File: src/rtl/input_debouncer.sv
// Per-bit synchronizer and counter-based debouncer feeding the 4-bit D register.
// Emits registered rise/fall pulses, an aggregate change strobe and a stable flag.
module input_debouncer #(
  parameter int unsigned      WIDTH           = 4,
  parameter int unsigned      SYNC_STAGES     = 2,
  parameter int unsigned      DEBOUNCE_CYCLES = 4,
  parameter logic [WIDTH-1:0] RESET_VAL       = '0
) (
  input  logic             clk,
  input  logic             rst_n,
  input  logic [WIDTH-1:0] raw_in,
  input  logic             en,
  output logic [WIDTH-1:0] d_out,
  output logic [WIDTH-1:0] rise,
  output logic [WIDTH-1:0] fall,
  output logic             changed,
  output logic             stable
);

  localparam int unsigned     CW   = $clog2(DEBOUNCE_CYCLES + 1);
  localparam logic [CW-1:0]   TERM = CW'(DEBOUNCE_CYCLES - 1);

  logic [SYNC_STAGES-1:0][WIDTH-1:0] sync_r;
  logic [WIDTH-1:0]                  sync_q;
  logic [WIDTH-1:0][CW-1:0]          cnt_q;
  logic [WIDTH-1:0][CW-1:0]          cnt_d;
  logic [WIDTH-1:0]                  d_next;
  logic [WIDTH-1:0]                  rise_d;
  logic [WIDTH-1:0]                  fall_d;
  logic [WIDTH-1:0]                  busy;

  // Synchronizer runs regardless of en so the sample is fresh when counting resumes.
  always_ff @(posedge clk or negedge rst_n) begin
    if (!rst_n) begin
      sync_r <= {SYNC_STAGES{RESET_VAL}};
    end else begin
      sync_r <= {sync_r[SYNC_STAGES-2:0], raw_in};
    end
  end

  assign sync_q = sync_r[SYNC_STAGES-1];

  always_comb begin
    cnt_d  = cnt_q;
    d_next = d_out;
    rise_d = '0;
    fall_d = '0;
    busy   = '0;
    for (int unsigned i = 0; i < WIDTH; i++) begin
      busy[i] = (cnt_q[i] != '0);
      if (en) begin
        if (sync_q[i] == d_out[i]) begin
          cnt_d[i] = '0;
        end else if (cnt_q[i] == TERM) begin
          cnt_d[i]  = '0;
          d_next[i] = sync_q[i];
          rise_d[i] = sync_q[i];
          fall_d[i] = ~sync_q[i];
        end else begin
          cnt_d[i] = cnt_q[i] + 1'b1;
        end
      end
    end
  end

  always_ff @(posedge clk or negedge rst_n) begin
    if (!rst_n) begin
      cnt_q   <= '0;
      d_out   <= RESET_VAL;
      rise    <= '0;
      fall    <= '0;
      changed <= 1'b0;
    end else begin
      cnt_q   <= cnt_d;
      d_out   <= d_next;
      rise    <= rise_d;
      fall    <= fall_d;
      changed <= |(rise_d | fall_d);
    end
  end

  assign stable = ~|busy;

endmodule

File: config.mk
export PLATFORM = sky130hd
export DESIGN_NAME = input_debouncer
export DESIGN_NICKNAME = d
export VERILOG_FILES = /design/src/rtl/input_debouncer.sv
export SDC_FILE = /design/constraint.sdc
export NUM_CORES = 1
export LEC_CHECK = 0
export ABC_AREA = 1
export ABC_CLOCK_PERIOD_IN_PS = 1600
export BUFFER_PORTS_ARGS = -buffer_cell sky130_fd_sc_hd__buf_2
export CAP_MARGIN = 40
export CORE_MARGIN = 2
export CORE_UTILIZATION = 55
export CTS_CLUSTER_SIZE = 8
export DETAILED_ROUTE_END_ITERATION = 12
export GPL_TIMING_DRIVEN = 0
export PLACE_DENSITY = 0.87
export RECOVER_POWER = 50
export SLEW_MARGIN = 20
export SYNTH_ARGS = -nofsm -noshare
export SYNTH_HDL_FRONTEND = slang
export SYNTH_SLANG_ARGS = --single-unit
export TNS_END_PERCENT = 30
File: constraint.sdc
create_clock -name clk -period 1.6 [get_ports clk]
set_input_delay 0.32 -clock clk [delete_from_list [all_inputs] [get_ports clk]]
set_output_delay 0.32 -clock clk [all_outputs]
set_load 0.02 [all_outputs]
---- Word level (Yosys, flattened, before mapping) ----
Index checks and enable logic that the tools add are counted.
word-level totals
  flip-flop bits (word level) ............. 33
  input bits .............................. 7
  word-level logic and storage cells ...... 77
  output and inout bits ................... 14
operators by class
  reduce and logical (&&, ||, !) cells .... 11
  eq/ne operators ......................... 8
  muxes and demuxes ....................... 32
  bitwise gates (word level) .............. 9
  add/subtract/negate cells ............... 4
operator list
  cell                   count
  $mux W1                24
  $mux W3                8
  $add A3 B1 Y3 const B  4
  $eq A3 B2 Y1 const B   4
  $reduce_and A3 Y1      4
  $reduce_bool A3 Y1     4
  $not A1 Y1             8
  $reduce_or A4 Y1       2
  $eq A1 B1 Y1           4
  $or A4 B4 Y4           1
  $logic_not A1 Y1       1

---- Longest topological paths before layout ----
  word-level depth ........................ 6
  mapped depth ............................ 7
  mapped depth without buffers ............ 7

---- Least setup slack after synthesis ----
OpenSTA, ideal clock, no wires.
  path kind ............................... reg-to-output
  start ................................... register cnt_q[6] (netlist name)
  end ..................................... output port stable
  required time ........................... 1.280 ns
  arrival time ............................ 0.968 ns
  path buffers ............................ 0
  stages on the path, launching flop included .. 5
  path slack .............................. 0.312 ns
  cells stage by stage .................... dfrtp_1 inv_1 ha_1 nand4_1 nor2_1
between the ends
  word-level cells in the longest chain between the ends .. 3
ends and longest elaborated chain
  what                    line  source
  from (decl)             25    logic [WIDTH-1:0][CW-1:0] cnt_q;
  from (signal assigned)  74    cnt_q <= cnt_d;
  $reduce_bool A3 Y1      50    busy[i] = (cnt_q[i] != '0);
  $reduce_or A4 Y1        82    assign stable = ~|busy;
  $logic_not A1 Y1        82
  to (decl)               17    output logic stable
No other way between the ends.

---- Final worst setup path ----
  start ................................... register cnt_q[3] (netlist name)
  end ..................................... output port stable
The elaborated chain is that of the path after synthesis.

==> impl.org <==
** Status
- The run finished with clean final reports.

** CTS
- No sink is reached through more buffers than the 2 on the longest clock path.
- Root buffer cell :: sky130_fd_sc_hd__clkbuf_4
- CTS sink count :: 33
- CTS tree :: yes
- Worst skew pair latency :: ~0.33 ns
- After clock tree synthesis, the clock-pin slew on the worst setup and hold paths is about 0.10 ns.
- Clock buffer count from CTS :: 5
- H-tree level count :: 2
- Total of hold buffers inserted after clock tree synthesis :: 0

** Power and ir drop
- The analysis attributes to cell leakage a power of about 0.94 nW.
- In this run the power density over the cells is approximately 1500 mW/mm^2.
- Worst supply voltage drop on vdd :: between 0.9 and 1 mV
- Total power consumption of the routed design :: roughly 2.5 mW

** Global route
- Global-route wire length before repair :: between 4 and 5 mm
- The number of antenna violations at the first check in global routing came to 0.
- Entering global routing, the biggest net connects 34 pins.
- The number of global-route vias before repair is around 1000.
- Congestion Overflow GR :: 0
- Global routing used between 20% and 30% of the available tracks.

** Timing
- Measured against its own limit, the worst slew margin works out to a little under half.
- Slew Limit Fails :: 0
- Timing would allow up to roughly 630 MHz.
- Number of endpoints with negative hold slack in the final report :: 0
- Worst slew pin tran :: approximately 0.8 ns
- Clock skew on the completed layout was measured at between 0.004 and 0.005 ns.
- Setup violations remaining at the end of the flow were counted as 0.
- Hold is met by 0.05450 ns.
- Setup total negative slack on the finished layout was measured at 0 ns.
- Unrepaired setup endpoints after global routing :: yes
- Final clock period utilization by the worst path :: 99.88%
- The worst path needs 1.598 ns of the cycle, external delays included.

** Routing
- In the final routed layout, each cell accounts on average for ~13 microns.
- After the first detailed-routing iteration, the DRC count stood at 34.
- The pre-antenna-repair detailed-routing pass consisted of 6 iterations.
- Post-route antenna net violation count :: 0
- In the routed design, unresolved DRC markers number 0.
- Across all layers, the routed design uses 1053 vias.
- Using the TritonRoute via totals, the vias-per-cell ratio works out to 4.944.
- After detailed routing, the total wire length is around 2.7 mm.

** Floorplan
- Die Span X :: around 54 microns
- For this design the top-level I/O count stands at 21.
- Placeable core region :: between 0.002 and 0.0025 sq mm
- Vertical die dimension :: approximately 54 microns
- Initial core utilization :: between 50% and 60%
- Cell Rows :: 18
- The die covers about 0.003 sq mm.

** Cells and area
- The repair_antennas step left the layout with diodes totalling 0.
- In the final design database the tool counted between 150 and 200 nets.
- The area growth from synthesis to layout is 21.06%.
- Fraction of layout instances using a drive strength above 1 :: between 30 and 40%

** Worst setup path
- Worst Setup EP :: stable
- The critical path starts at cnt_q[3].
- Setup slack on the worst reg-to-reg path comes out at 0.32 ns.
- The number of cells on the worst reg-to-reg path is 7.
- Walking the worst path, the cells encountered are inv_2, ha_1, nand4_1, nor2_1, buf_4.
- The worst setup path is of the reg -> out kind.
- Data on the critical path is required at its endpoint by 1.28 ns.
- Data arrival time of the critical path :: between 1 and 1.5 ns
- Origin of the critical flop-to-flop path :: cnt_q[3]
- Of all nets on the critical path, the largest fanout is 2.
- Type of element launching the critical path :: register
- The endpoint identified for the worst register-to-register timing path is d_out[1].
- STA classifies the critical path endpoint as an output port.
- For this run, the slowest stage of the critical path takes ~0.41 ns.
- Critical Path Slowest Stage Cell :: sky130_fd_sc_hd__dfrtp_1

** Synth
- After synthesis the cells add up to around 0.0014 sq mm.
- Yosys reg bits :: 33
- The number of nets in the synthesized netlist is ~160.
- Synthesized area per cell :: roughly 9.8 sq um
- Sequential-to-total area share from yosys stat :: ~59%
- Number of unique standard cell types used by synthesis :: 13
- The top cell type by area accounts for between 50% and 60% of the synthesized area.
- Counting every instance in the synthesized netlist gives roughly 140.
- Yosys attributes the largest share of cell area to sky130_fd_sc_hd__dfrtp_1 59%, sky130_fd_sc_hd__nand2_1 8.1%, sky130_fd_sc_hd__ha_1 7.2%.
- During synthesis, Yosys emitted a total of 0 warnings.
- The largest total area in the synthesized netlist belongs to sky130_fd_sc_hd__dfrtp_1.

** Placed design
- The congestion estimate from routability-driven global placement came to roughly 0.74.
- Total of buffers placed on input and output ports :: 20
- DP HPWL :: between 1.5 and 2 mm

** Min path
- Worst hold-check path type :: in -> async

** Flow run
- Total of max-cap violations :: 0
==> synthesized netlist by cell type, drive strengths merged <==
library cell,number
nor2,13
o21ai,4
inv,30
o22ai,8
a21oi,4
nand4,2
nand2,35
ha,8
buf,2
nand3,4
dfrtp,33
==> critical path: cells and delay by family (launching register included) <==
kind,cells,cell delay [ns]
buffers and inverters,2,0.21
and+or+nand+nor,2,0.20
DFF,1,0.41
adders and majority gates,1,0.13
==> how the worst min path moves through the flow <==
| stage | from | end | slack [ns] | cells after the start |
|---|---|---|---|---|
| CTS | rst_n | sync_r[0] | 0.04 | 1 |
| floorplan | rst_n | changed | 0.02 | 0 |
| global route | raw_in[3] | sync_r[3] | 0.06 | 1 |
| finish | rst_n | fall[0] | 0.05 | 1 |
| detailed placement | sync_r[2] | sync_q[2] | 0.34 | 0 |
| global placement | sync_r[1] | sync_q[1] | 0.33 | 0 |
==> report_power, final <==
group	internal (mW)	total (mW)	switching, mW
clock	0.167	0.436	0.269
combinational	0.475	1.01	0.540
sequential	0.979	1.08	0.103
==> layout make-up <==
cell class | instances | area (sq um)
plain buffers | 2 | 22.52
clock inverters | 2 | 10.01
inverters | 30 | 112.6
well taps | 30 | 37.54
fillers | 189 | 742.0
clock buffers | 6 | 41.29
flip-flops and latches | 33 | 825.8
multi-input cells | 78 | 447.9
repair buffers | 32 | 192.7
==> placed cells by master, fill, tap and decap left out <==
cell type / instances
sky130_fd_sc_hd__dfrtp_1: 33
sky130_fd_sc_hd__nand2_1: 30
sky130_fd_sc_hd__inv_1: 20
sky130_fd_sc_hd__buf_2: 18
sky130_fd_sc_hd__nor2_1: 13
sky130_fd_sc_hd__buf_4: 13
sky130_fd_sc_hd__inv_2: 10
sky130_fd_sc_hd__o22ai_1: 8
sky130_fd_sc_hd__ha_1: 7
sky130_fd_sc_hd__nand2_2: 5
sky130_fd_sc_hd__clkbuf_4: 5
sky130_fd_sc_hd__nand3_2: 4
sky130_fd_sc_hd__o21ai_1: 4
sky130_fd_sc_hd__a21oi_1: 4
sky130_fd_sc_hd__buf_6: 2
sky130_fd_sc_hd__nand4_1: 2
sky130_fd_sc_hd__clkinv_2: 2
sky130_fd_sc_hd__ha_4: 1
sky130_fd_sc_hd__clkbuf_1: 1
sky130_fd_sc_hd__clkbuf_2: 1
==> registers in the layout (all words and copies together) (netlist names) <==
name / flops
sync_q: 4
d_out: 4
cnt_q: 12
fall: 4
changed: 1
rise: 4
sync_r: 4
==> repair_timing <==
item | CTS | global route
setup endpoints to repair | 1 | 1
buffers inserted | 12 | 0
pin swaps | 4 | 0
gates resized for setup | 9 | 0
==> logic make-up after synthesis <==
group	after synthesis	synth area share (%)
AOI/OAI and AO/OA	16	6.452
adders and majority gates	8	7.169
buffers and inverters	32	9.677
DFF	33	59.14
and+or+nand+nor	54	17.56
==> per-layer routing <==
metal	GRT usage [%]	vias up	part of all wire, %
li1	-	512	-
met1	24.91	505	40
met2	36.14	27	52
met3	9.290	9	6.1
met4	8.750	0	2.0
met5	0	-	0
==> per-stage QoR <==
step           cells  utilization (%)  setup slack (ns)  cell area [sq um]
2_1_floorplan    143                -            0.3123               1396
3_3_place_gp     193            63.07            0.3146               1534
3_5_place_dp     193            63.07            0.2640               1534
4_1_cts          213            69.50         0.0006712               1690
5_1_grt          213            69.50          -0.08658               1690
6_report         213            69.50          0.001936               1690
(Power assumes the default switching activity.)
